$ cat config.mk
export PLATFORM = sky130hd
export DESIGN_NAME = pipelined_mac
export DESIGN_NICKNAME = d
export VERILOG_FILES = /design/src/rtl/pipelined_mac_pkg.sv /design/src/rtl/pipelined_mac_skid_buffer.sv /design/src/rtl/pipelined_mac.sv
export SDC_FILE = /design/constraint.sdc
export NUM_CORES = 1
export LEC_CHECK = 0
export BUFFER_PORTS_ARGS = -buffer_cell sky130_fd_sc_hd__buf_2
export CAP_MARGIN = 20
export CORE_MARGIN = 4
export CORE_UTILIZATION = 50
export CTS_BUF_LIST = sky130_fd_sc_hd__clkbuf_8
export CTS_CLUSTER_DIAMETER = 100
export DETAILED_ROUTE_END_ITERATION = 16
export PLACE_DENSITY = 0.71
export SETUP_SLACK_MARGIN = 0.02
export SYNTH_ARGS = -nofsm -noshare
export SYNTH_HDL_FRONTEND = slang
export SYNTH_SLANG_ARGS = --single-unit
$ cat constraint.sdc
create_clock -name clk -period 4.4 [get_ports clk]
set_clock_uncertainty 0.2 [all_clocks]
set_input_delay 0.88 -clock clk [delete_from_list [all_inputs] [get_ports clk]]
set_output_delay 0.88 -clock clk [all_outputs]
set_load 0.1 [all_outputs]
$ cat src/rtl/pipelined_mac_pkg.sv
// Shared width and saturation helpers for the pipelined multiply-accumulate block.
package pipelined_mac_pkg;

  // Width used for the wide, sign-aware view of the sum when comparing against clamp limits.
  localparam int SAT_CALC_W = 64;

  // Width of the full-precision sum: the wider of product and addend, plus a carry bit.
  function automatic int mac_sum_w(input int a_w, input int b_w, input int c_w);
    int prod_w;
    prod_w = a_w + b_w;
    return ((prod_w > c_w) ? prod_w : c_w) + 1;
  endfunction

  // Largest representable result for the given output width and signedness.
  function automatic logic signed [SAT_CALC_W-1:0] sat_max(input int out_w, input int signed_mode);
    if (signed_mode != 0) begin
      return (64'sd1 <<< (out_w - 1)) - 64'sd1;
    end
    return (64'sd1 <<< out_w) - 64'sd1;
  endfunction

  // Smallest representable result for the given output width and signedness.
  function automatic logic signed [SAT_CALC_W-1:0] sat_min(input int out_w, input int signed_mode);
    if (signed_mode != 0) begin
      return -(64'sd1 <<< (out_w - 1));
    end
    return 64'sd0;
  endfunction

endpackage

$ cat src/rtl/pipelined_mac_skid_buffer.sv
// Generic one-entry valid/ready skid buffer. The upstream ready depends only on the
// registered full flag (and reset), so it never has a combinational path from downstream ready.
module pmac_skid_buffer #(
  parameter int DATA_W = 32
) (
  input  logic              clk,
  input  logic              reset,
  input  logic [DATA_W-1:0] up_data,
  input  logic              up_valid,
  output logic              up_ready,
  output logic [DATA_W-1:0] dn_data,
  output logic              dn_valid,
  input  logic              dn_ready,
  output logic              full
);

  logic              skid_full;
  logic [DATA_W-1:0] skid_data;

  assign up_ready = !skid_full && !reset;
  assign dn_valid = skid_full || (up_valid && up_ready);
  assign dn_data  = skid_full ? skid_data : up_data;
  assign full     = skid_full;

  // Fill the skid when an accepted op cannot move downstream; drain it as soon as downstream frees up.
  always_ff @(posedge clk) begin
    if (reset) begin
      skid_full <= 1'b0;
    end else if (skid_full && dn_ready) begin
      skid_full <= 1'b0;
    end else if (!skid_full && up_valid && up_ready && !dn_ready) begin
      skid_full <= 1'b1;
    end
  end

  // Capture the stalled op's payload; contents are meaningless while the skid is empty.
  always_ff @(posedge clk) begin
    if (!skid_full && up_valid && !dn_ready) begin
      skid_data <= up_data;
    end
  end

endmodule

$ cat src/rtl/pipelined_mac.sv
// Three-stage multiply-accumulate pipeline (result = a*b + c) with valid/ready on both sides.
// Optional build macro MAC_SAT_EN: clamp the sum to the output range and add port out_sat;
// without it the result wraps to the low OUT_W bits.
module pipelined_mac
  import pipelined_mac_pkg::*;
#(
  parameter int A_W    = 8,
  parameter int B_W    = 8,
  parameter int C_W    = 16,
  parameter int OUT_W  = 16,
  parameter int SIGNED = 0
) (
  input  logic             clk,
  input  logic             reset,
  input  logic [A_W-1:0]   in_a,
  input  logic [B_W-1:0]   in_b,
  input  logic [C_W-1:0]   in_c,
  input  logic             in_valid,
  output logic             in_ready,
  output logic [OUT_W-1:0] out_result,
  output logic             out_valid,
  input  logic             out_ready,
`ifdef MAC_SAT_EN
  output logic             out_sat,
`endif
  output logic             busy
);

  localparam int  PROD_W = A_W + B_W;
  localparam int  SUM_W  = mac_sum_w(A_W, B_W, C_W);
  localparam int  EXT_W  = SAT_CALC_W - SUM_W;
  localparam bit  SGN    = (SIGNED != 0);
`ifdef MAC_SAT_EN
  localparam logic signed [SAT_CALC_W-1:0] SAT_MAX = sat_max(OUT_W, SIGNED);
  localparam logic signed [SAT_CALC_W-1:0] SAT_MIN = sat_min(OUT_W, SIGNED);
`endif

  // Operand bundle carried through the skid buffer and stage 0.
  typedef struct packed {
    logic [A_W-1:0] a;
    logic [B_W-1:0] b;
    logic [C_W-1:0] c;
  } op_t;

  op_t in_op;
  op_t skid_op;
  op_t s0_op;
  logic skid_valid;
  logic skid_full;
  logic en;

  logic s0_valid;
  logic s1_valid;
  logic s2_valid;

  logic [PROD_W-1:0] a_ext;
  logic [PROD_W-1:0] b_ext;
  logic [PROD_W-1:0] product;
  logic [PROD_W-1:0] s1_prod;
  logic [C_W-1:0]    s1_c;

  logic [SUM_W-1:0]              prod_x;
  logic [SUM_W-1:0]              c_x;
  logic [SUM_W-1:0]              sum;
  logic signed [SAT_CALC_W-1:0]  sum_x;
  logic [OUT_W-1:0]              next_result;
`ifdef MAC_SAT_EN
  logic                          next_sat;
`endif

  // Every stage moves together whenever the output slot is empty or being drained.
  assign en        = !s2_valid || out_ready;
  assign in_op     = '{a: in_a, b: in_b, c: in_c};
  assign out_valid = s2_valid;
  assign busy      = skid_full || s0_valid || s1_valid || s2_valid;

  pmac_skid_buffer #(
    .DATA_W($bits(op_t))
  ) u_skid (
    .clk      (clk),
    .reset    (reset),
    .up_data  (in_op),
    .up_valid (in_valid),
    .up_ready (in_ready),
    .dn_data  (skid_op),
    .dn_valid (skid_valid),
    .dn_ready (en),
    .full     (skid_full)
  );

  // Extend operands to product width (sign or zero) and multiply; low PROD_W bits are exact.
  always_comb begin
    a_ext   = {{B_W{SGN & s0_op.a[A_W-1]}}, s0_op.a};
    b_ext   = {{A_W{SGN & s0_op.b[B_W-1]}}, s0_op.b};
    product = a_ext * b_ext;
  end

  // Form the full-precision sum and reduce it to the output width (wrap or clamp).
  always_comb begin
    prod_x      = {{(SUM_W-PROD_W){SGN & s1_prod[PROD_W-1]}}, s1_prod};
    c_x         = {{(SUM_W-C_W){SGN & s1_c[C_W-1]}}, s1_c};
    sum         = prod_x + c_x;
    sum_x       = {{EXT_W{SGN & sum[SUM_W-1]}}, sum};
    next_result = OUT_W'(sum_x);
`ifdef MAC_SAT_EN
    next_sat    = 1'b0;
    if (sum_x > SAT_MAX) begin
      next_result = SAT_MAX[OUT_W-1:0];
      next_sat    = 1'b1;
    end else if (sum_x < SAT_MIN) begin
      next_result = SAT_MIN[OUT_W-1:0];
      next_sat    = 1'b1;
    end
`endif
  end

  // Valid bits of S0/S1 advance on en and are cleared by reset, discarding in-flight ops.
  always_ff @(posedge clk) begin
    if (reset) begin
      s0_valid <= 1'b0;
      s1_valid <= 1'b0;
    end else if (en) begin
      s0_valid <= skid_valid;
      s1_valid <= s0_valid;
    end
  end

  // Data registers of S0/S1 are not reset; they are qualified by the valid bits.
  always_ff @(posedge clk) begin
    if (en) begin
      s0_op   <= skid_op;
      s1_prod <= product;
      s1_c    <= s0_op.c;
    end
  end

  // Output stage: a new result replaces the departing one in the same cycle, so there is no bubble.
  always_ff @(posedge clk) begin
    if (reset) begin
      s2_valid   <= 1'b0;
      out_result <= '0;
`ifdef MAC_SAT_EN
      out_sat    <= 1'b0;
`endif
    end else if (en) begin
      s2_valid <= s1_valid;
      if (s1_valid) begin
        out_result <= next_result;
`ifdef MAC_SAT_EN
        out_sat    <= next_sat;
`endif
      end
    end
  end

endmodule

==> metrics <==
status=finished with violations; failing checks=setup timing; Peak Freq=roughly 220 MHz; reg-to-reg setup timing slack=-0.07 ns; Post-CTS Hold Fix Bufs=0; setup tns final=-0.126 ns; max-slew violations=0; synthesized area per cell=between 10 and 15 um^2; crit-path cells=buf_6 > and2_4 > fa_2 > fa_1 > inv_2 > fa_1 > fa_1 > inv_2 > ha_4 > o21a_1 > o31a_1 > o41ai_4 > o21ba_4 > o21ai_2 > xnor2_1; CTS tree=built; Worst setup SP type=flop; crit-path max cell delay=around 0.52 ns; cells after synthesis=approximately 540; Total Wirelength=12800 um; slew margin rel.=around two fifths; routed vias/inst=5.22; Reg clk slew, reported paths=0.08 ns; synthesized net count=roughly 660; DP Wirelength=slightly above 9000 um; gr ovfl total=0; Final Hold Viols=0; switching share of total power=36.6%; pwr/cell area=about 550 nW/um^2; initial DRC count=269; Setup violations, final=3; all-layer global routing usage=a little under a fifth; DRC=0; Core Region=about 13000 um^2; Pint=2.86 mW; Boundary Pins=55; final std cells w/o fill=832; clock root cell=clkbuf_8; WL/cell=between 15 and 20 um; First-pass DRT Iterations=5; Max VDD drop=0.000272 V; slowest cell on the critical path=fa_1; Clock Sinks=roughly 120; clock tree buffer depth=2; largest net degree at the start of global routing=69; Max FO, Critical Path=4; most frequent cell after synthesis=edfxtp_1; Synth area leader=edfxtp_1; sequential-to-total area share from yosys stat=roughly half; Tightest Hold Check Type=flop to flop; Max-Cap Viols=0; Ant. Diodes=0; Mapped Area=roughly 6700 um^2; layout cells sized above 1=a little under a third; crit path launch=b_ext[2]; Tcrit/Tclk final=102%; synth warn=0; Async S/R FF share, synth=0%; nets=767; Post-synth top cells=edfxtp_1 (96), inv_1 (62), ha_1 (51); vias in the first global route=4473; Die W=124 um; cts bufs inserted=17; top post-synthesis cells by area=edfxtp_1 (43%), fa_1 (11%), ha_1 (9.5%); Final Critical Period=between 4 and 5 ns; Fin Hold WS=0.223 ns; dominant synthesized flop cell=edfxtp_1; first-pass GRT wire length=21500 um; via count=between 4k and 5k; combinational share of power=a little under half; placed instance count=a little under 800; Layout area overhead=21.0%; Pleak=approximately 3.5 nW; reg2reg start=b_ext[2]; sequential power share=31.5%; Psw=between 1.5 and 2 mW; worst r2r dst=s1_prod[13]; worst setup path endpoint=s1_prod[13]; Worst-Margin Slew=approximately 0.88 ns; Die ar.=around 15000 um^2; cell mode on critical path=fa_1; RSZ-0062 raised after global routing=true; CP Capture Type=flop; Multi-input gate area=approximately 3400 um^2; Die H=124 um; Post-synth EDFFs=96; routability cong.=about 0.91; post-route setup slack=-0.0665 ns; hold path cells=0; CP Class=flop to flop; H-tree level count=4; clock power share=23.4%; # fillers=between 1k and 1.5k; worst skew pair latency=~0.44 ns; Detail Route Antenna Nets=0; R2R depth=15; distinct cell type count after synthesis=55; row cnt=42; starting density of the core=roughly half; register area=3280 um^2; share of the synthesized area in the top cell type=between 40% and 50%; # port buffers=between 50 and 60; initial antenna violation count=0; worst path arrival time=around 4.5 ns; WP data required=4.40 ns; Seq cells post-synth=roughly 120; Power Total=between 4 and 5 mW
==> layout by cell type, fill, tap and decap left out, types with 3 or more instances in the layout <==
cell type and n:
a211oi_1 6, and2_1 45, nand2_1 29, clkbuf_8 18, inv_1 54, inv_2 8
xor2_1 7, clkinv_4 3, a21o_1 4, buf_6 6, xnor2_1 12, inv_6 3
o21a_1 7, ha_4 5, edfxtp_1 96, fa_2 3, clkinvlp_4 4, fa_1 34
nor2_1 25, a22o_1 3, ha_1 46, dfxtp_1 20, buf_2 54, o21ai_1 3
buf_4 36, a21oi_2 4, bufinv_16 3, and2_4 5, nand3_1 4, nor3_1 4
a21oi_1 21, o21ai_0 5, mux2_2 32
==> state kept, by name, summed over array words and instances (netlist names) <==
| signal | count |
|---|---|
| a_ext | 8 |
| b_ext | 8 |
| out_result | 16 |
| out_valid | 1 |
| s0_op | 16 |
| s0_valid | 1 |
| s1_c | 16 |
| s1_prod | 16 |
| s1_valid | 1 |
| u_skid.full | 1 |
| u_skid.skid_data | 32 |
==> power groups by stage <==
stage	registers, mW	clock network, mW	logic (mW)
after floorplan	1.58	0	1.17
after global placement	1.45	0	1.67
after detailed placement	1.45	0	1.72
after CTS	1.42	1.08	1.90
after global routing	1.43	1.13	2.28
final	1.42	1.05	2.03
==> cells by family (layout without fill, tap and decap cells) <==
kind of cell,Yosys count,in the layout,synth area share [%]
and+or+nand+nor,131,131,10.3
AOI/OAI and AO/OA,79,79,8.44
adders and majority gates,88,88,20.5
muxes,32,32,5.36
xor gates and xnor gates,20,20,2.60
DFF,116,116,48.8
buffers and inverters,72,190,4.05
==> worst max-delay path, delay by kind of cell (launching register included) <==
family	cells	cell delay (ns)
and+or+nand+nor	1	0.15
AOI/OAI and AO/OA	5	0.97
DFF	1	0.41
xor gates and xnor gates	1	0.13
adders and majority gates	5	2.10
buffers and inverters	3	0.23
==> stage by stage <==
stage	area [um^2]	util, %	setup WS, ns
5_1_grt	8140	61.7	-0.164
4_1_cts	8000	60.7	0.000713
3_5_place_dp	7380	56.0	-0.125
3_3_place_gp	7380	56.0	-0.0254
6_report	8140	61.7	-0.0665
2_1_floorplan	6730	-	0.0571
==> area by class of cell <==
class | instances | share of cell area, %
timing repair buffer | 96 | 7.47
clock buffer | 18 | 3.04
sequential | 116 | 40.3
clock inverter | 14 | 2.18
tap | 176 | 2.70
multi-input combinational | 350 | 41.4
inverter | 62 | 2.86
==> worst min-delay path by stage <==
stage	start	end	slack, ns
after floorplan	s0_op[0]	s1_c[0]	0.20
after detailed placement	s0_op[15]	s1_c[15]	0.20
after global placement	s0_op[9]	s1_c[9]	0.20
after CTS	s0_op[15]	s1_c[15]	0.22
after global routing	s0_op[5]	s1_c[5]	0.23
final	s0_op[13]	s1_c[13]	0.22
==> metal layers <==
metal,share of wire [%],GRT usage (%)
met5,0,0
met4,1.9,5.54
met3,4.2,4.86
met2,49,30.7
met1,45,23.5
==> what timing repair did <==
action | CTS | global route
pin swaps | 10 | 24
gates resized for setup | 20 | 28
setup buffers | 11 | 9
endpoints found under the setup margin | 5 | 6
Note: power is estimated with default switching activity, not from simulation.
